[src/rtl/instr_fetch.sv]
`default_nettype none
// ============================================================================
// instr_fetch : PC owner, IM address/request, Instr/PC/PC+4 feed to decode with
//               one-delay-slot redirect and stall. Option: FETCH_IM_WAIT_EN. Rev 1.0
// ============================================================================
module instr_fetch #(
    parameter logic [31:0] RESET_PC  = 32'hBFC00000,
    parameter logic [31:0] NOP_INSTR = 32'h00000000
) (
    input  logic        CLK,
    input  logic        RESET,
    input  logic [31:0] Alt_PC,
    input  logic        Request_Alt_PC,
    input  logic        STALL,
    output logic [31:0] Instr_address_2IM,
    output logic        IM_Req,
    input  logic [31:0] Instr1_fIM,
    input  logic        IM_Valid,
    output logic [31:0] Instr1_OUT,
    output logic [31:0] Instr_PC_OUT,
    output logic [31:0] Instr_PC_Plus4_OUT,
    output logic        Instr_Valid_OUT
);

    typedef enum logic [1:0] {
        RUN       = 2'd0,
        SLOT_OWED = 2'd1,
        REDIR     = 2'd2
    } state_t;

    localparam logic [31:0] RESET_PC_ALIGNED = {RESET_PC[31:2], 2'b00};

    state_t      state;
    state_t      state_nxt;
    logic [31:0] pc_reg;
    logic [31:0] pend_pc;
    logic [31:0] pend_nxt;
    logic [31:0] alt_aligned;
    logic [31:0] target;
    logic [31:0] fetch_addr;
    logic [31:0] fetch_plus4;
    logic        im_ok;
    logic        accept;
    logic        apply_redirect;
    logic        unused_bits;

`ifdef FETCH_IM_WAIT_EN
    assign im_ok       = IM_Valid;
    assign unused_bits = ^Alt_PC[1:0];
`else
    assign im_ok       = 1'b1;
    assign unused_bits = ^{Alt_PC[1:0], IM_Valid};
`endif

    // Every stored address is word aligned, so the fetch address needs no masking.
    assign alt_aligned       = {Alt_PC[31:2], 2'b00};
    assign target            = Request_Alt_PC ? alt_aligned : pend_pc;
    assign accept            = !STALL && im_ok;
    assign fetch_addr        = apply_redirect ? target : pc_reg;
    assign fetch_plus4       = fetch_addr + 32'd4;
    assign Instr_address_2IM = fetch_addr;
    assign IM_Req            = !STALL;

    always_ff @(posedge CLK or negedge RESET) begin
        if (!RESET) begin
            state   <= RUN;
            pend_pc <= '0;
        end else begin
            state   <= state_nxt;
            pend_pc <= pend_nxt;
        end
    end

    // A fetch accepted in the same cycle the slot becomes owed is the delay slot itself.
    always_comb begin
        state_nxt      = state;
        pend_nxt       = pend_pc;
        apply_redirect = 1'b0;
        if (Request_Alt_PC) begin
            pend_nxt = alt_aligned;
        end
        case (state)
            RUN: begin
                if (Request_Alt_PC) begin
                    if (STALL) begin
                        state_nxt = Instr_Valid_OUT ? REDIR : SLOT_OWED;
                    end else if (Instr_Valid_OUT) begin
                        apply_redirect = 1'b1;
                        if (!accept) begin
                            state_nxt = REDIR;
                        end
                    end else begin
                        state_nxt = accept ? REDIR : SLOT_OWED;
                    end
                end
            end
            SLOT_OWED: begin
                if (accept) begin
                    state_nxt = REDIR;
                end
            end
            REDIR: begin
                apply_redirect = 1'b1;
                if (accept) begin
                    state_nxt = RUN;
                end
            end
            default: begin
                state_nxt = RUN;
            end
        endcase
    end

    always_ff @(posedge CLK or negedge RESET) begin
        if (!RESET) begin
            pc_reg             <= RESET_PC_ALIGNED;
            Instr1_OUT         <= NOP_INSTR;
            Instr_PC_OUT       <= '0;
            Instr_PC_Plus4_OUT <= '0;
            Instr_Valid_OUT    <= 1'b0;
        end else if (accept) begin
            pc_reg             <= fetch_plus4;
            Instr1_OUT         <= Instr1_fIM;
            Instr_PC_OUT       <= fetch_addr;
            Instr_PC_Plus4_OUT <= fetch_plus4;
            Instr_Valid_OUT    <= 1'b1;
        end else if (!STALL) begin
            Instr1_OUT      <= NOP_INSTR;
            Instr_Valid_OUT <= 1'b0;
        end
    end

endmodule
`default_nettype wire

[config.mk]
export PLATFORM = sky130hd
export DESIGN_NAME = instr_fetch
export DESIGN_NICKNAME = d
export VERILOG_FILES = /design/src/rtl/instr_fetch.sv
export SDC_FILE = /design/constraint.sdc
export NUM_CORES = 1
export LEC_CHECK = 0
export CAP_MARGIN = 10
export CORE_ASPECT_RATIO = 1.4
export CORE_MARGIN = 5
export CORE_UTILIZATION = 45
export DETAILED_ROUTE_END_ITERATION = 7
export PLACE_DENSITY = 0.76
export SYNTH_ARGS = -nofsm -noshare
export SYNTH_HDL_FRONTEND = slang
export SYNTH_SLANG_ARGS = --single-unit
[constraint.sdc]
create_clock -name CLK -period 3.9 [get_ports CLK]
set_input_delay 0.585 -clock CLK [delete_from_list [all_inputs] [get_ports CLK]]
set_output_delay 0.585 -clock CLK [all_outputs]
set_load 0.02 [all_outputs]
==> flow_summary_export.csv <==
group,metric,value,unit
status,status,"finished clean",
critical_path,crit_type,"register to primary output",
global_route,top_usage_layer,"met2",
power,totalPowerFinal,0.00487,W
place,dp_cells,1012,
cells_and_area,final_cell_mix,"clkdlybuf4s50_1, dfrtp_1, nand2_1",
synth,syn-num-nets,742,
global_route,grt_pass1_vias,5776,
route,wl_per_cell,19.0,um
place,place_congestion,0.867,
clock_network,cts_tree,"built",
synth,avgSynthCellArea,10.6,sq um
global_route,grt_use_met2,35.1,%
synth,synth_compound_area_share,12.1,%
clock_network,cts-resized-gates,0,
route,postRouteAntennaNets,0,
global_route,antenna_found_initial,0,
global_route,grt_overflow_total,0,
clock_network,clk_pin_slew,60,ps
synth,synthAdderAreaFrac,0.175,%
clock_network,clockBufferDepth,2,
place,io_buffers,195,
cells_and_area,nets,905,
cells_and_area,mostFrequentLayoutCell,"clkdlybuf4s50_1",
global_route,grt_util_met1,28.8,%
power,leakagePower,4.06,nW
route,first_pass_iters,6,
cells_and_area,final_util,61.6,%
synth,syn_area,7130,sq um
clock_network,cts_buffers,17,
synth,synth_xor_area_share,2.58,%
route,wl,19.9,mm
critical_path,worst_setup_path_start_kind,"register",
cells_and_area,fill_cells,1289,
clock_network,postCtsSetupRepairBufs,0,
die,start_util,45.7,%
synth,yosysWarnings,0,
power,power_density,506,nW/um^2
cells_and_area,multi_input_area,3140,sq um
timing,skew,11.4,ps
global_route,grt_max_degree,112,
power,ir_drop,0.283,mV
worst_hold_path,hp-class,"input pin to async pin",
critical_path,crit_path_max_fanout,15,
synth,synth_mux_area_share,14.8,%
timing,hold_violations,0,
critical_path,setup.worst_path.end_class,"primary output",
cells_and_area,area_growth,34.8,%
timing,setup_viol,0,
clock_network,cts_hold_buf,0,
timing,min_period,3650,ps
route,drcViolationCount,0,
die,fp.coreArea,15600,sq um
timing,tns,0,ps
die,ios,199,
timing,max_freq,274,MHz
cells_and_area,drive_gt1_share,17.8,%
critical_path,required,3310,ps
die,die_w,116,um
clock_network,cts_sinks,138,
synth,async_flop_share,100,%
cells_and_area,top_regs,"Instr1_OUT (32), Instr_PC_OUT (32), pend_pc (32)",
cells_and_area,seqCellArea,3460,sq um
synth,synthSimpleGateAreaFrac,14.3,%
synth,ys_ff_latch,138,
route,drtIter0Drc,329,
critical_path,critPathArrivalTime,3060,ps
clock_network,clock_latency,420,ps
synth,ys_types,64,
synth,synth_edf_count,0,
synth,syn_inst,672,
route,via_per_inst,5.39,
synth,synth_top_family_by_area,"multiplexers",
global_route,grt_use_met3,6.73,%
cells_and_area,final_cell_count_no_fill,1044,
clock_network,htreeDepth,4,
timing,grt_setup_unrepaired,"no",
timing,tightest_slew,1050,ps
die,rows,54,
synth,yosysSeqAreaShare,48.6,%
route,num_vias,5625,
global_route,grt_pass1_wl,31.9,mm
place,dpl_cell_area,9020,sq um
job,maxCapViolations,0,
synth,synth-main-ff-cell,"dfrtp_1",
timing,finalCritPeriodShare,93.6,%
place,dpl.hpwl,14.5,mm
global_route,grt_use_total,22.0,%
clock_network,clockRootBuffer,"clkbuf_16",
cells_and_area,diodes,0,
timing,drv_slew,0,
die,die_h,159,um
die,dieArea,18500,sq um
timing,max_slew_margin,29.8,%
cells_and_area,fin_area,9620,sq um
[area by class of cell]
type	instances	area share (%)
Sequential cell	138	36.0
Multi-Input combinational cell	437	32.6
Timing Repair Buffer	207	21.3
Clock buffer	18	4.46
Tap cell	196	2.55
Clock inverter	14	1.68
Inverter	34	1.33
[report_power, final]
group	leakage (nW)	internal, W	switching (W)
Sequential	1.64	0.00165	0.000164
Combinational	2.14	0.000661	0.000757
Clock	0.279	0.000956	0.000681
Total	4.06	0.00326	0.00160
[critical path: stages, from the launching register on]
cell	delay, ps
dfrtp_1	640
and4bb_4	350
nor2_2	530
buf_4	300
nand2_1	70
nand2_1	130
clkdlybuf4s50_1	630
[metal layers]
metal / wire length (um) / up-vias
met5: 0 / -
met4: 408 / 0
met1: 7970 / 2710
met3: 1800 / 25
li1: - / 2677
met2: 9690 / 213
[Yosys cell counts (6+ instances only)]
| cell type | count | area, sq um |
|---|---|---|
| o21ai_0 | 36 | 180 |
| inv_1 | 33 | 124 |
| and4_1 | 6 | 52.6 |
| nor3_1 | 16 | 80.1 |
| xnor2_1 | 20 | 175 |
| a211oi_1 | 9 | 67.6 |
| nor2_1 | 18 | 67.6 |
| nand4_1 | 13 | 81.3 |
| buf_2 | 8 | 40.0 |
| a21oi_1 | 28 | 140 |
| clkbuf_1 | 16 | 60.1 |
| a31oi_1 | 7 | 43.8 |
| nand3_1 | 15 | 75.1 |
| mux2i_1 | 20 | 200 |
| nand3b_1 | 8 | 60.1 |
| mux2_2 | 75 | 845 |
| buf_4 | 29 | 218 |
| dfrtp_1 | 129 | 3230 |
| nand2_1 | 86 | 323 |
| a21o_1 | 7 | 52.6 |
| dfstp_2 | 9 | 236 |
[stage by stage]
step | setup slack, ps | hold WS (ps)
final | 250 | 247
after global routing | 73.6 | 356
after CTS | 252 | 354
after detailed placement | 506 | 457
after global placement | 518 | 457
after floorplan | 641 | 289
[logic make-up after synthesis]
family,count (synthesis)
compound gates,126
xor+xnor,21
fa+ha+maj,1
buf+inv,97
flops,138
mux,96
simple gates,193
[final timing paths]
path                                              start                            endpoint  slack, ps  depth (start not counted)
setup / recovery                   state[0]$_DFFE_PN0P_               Instr_address_2IM[27]        250                          6
hold / removal                                    RESET           Instr1_OUT[0]$_DFFE_PN0N_        250                          1
setup reg to reg                   state[0]$_DFFE_PN0P_  Instr_PC_Plus4_OUT[26]$_DFFE_PN0N_        690                          9
hold reg to reg            Instr_PC_OUT[17]$_DFFE_PN0N_        Instr_PC_OUT[17]$_DFFE_PN0N_        470                          2
max in group asynchronous                         RESET          Instr1_OUT[16]$_DFFE_PN0N_       2750                          2
min in group CLK                                  STALL         Instr_Valid_OUT$_DFFE_PN0N_        370                          2
(Power assumes the default switching activity.)
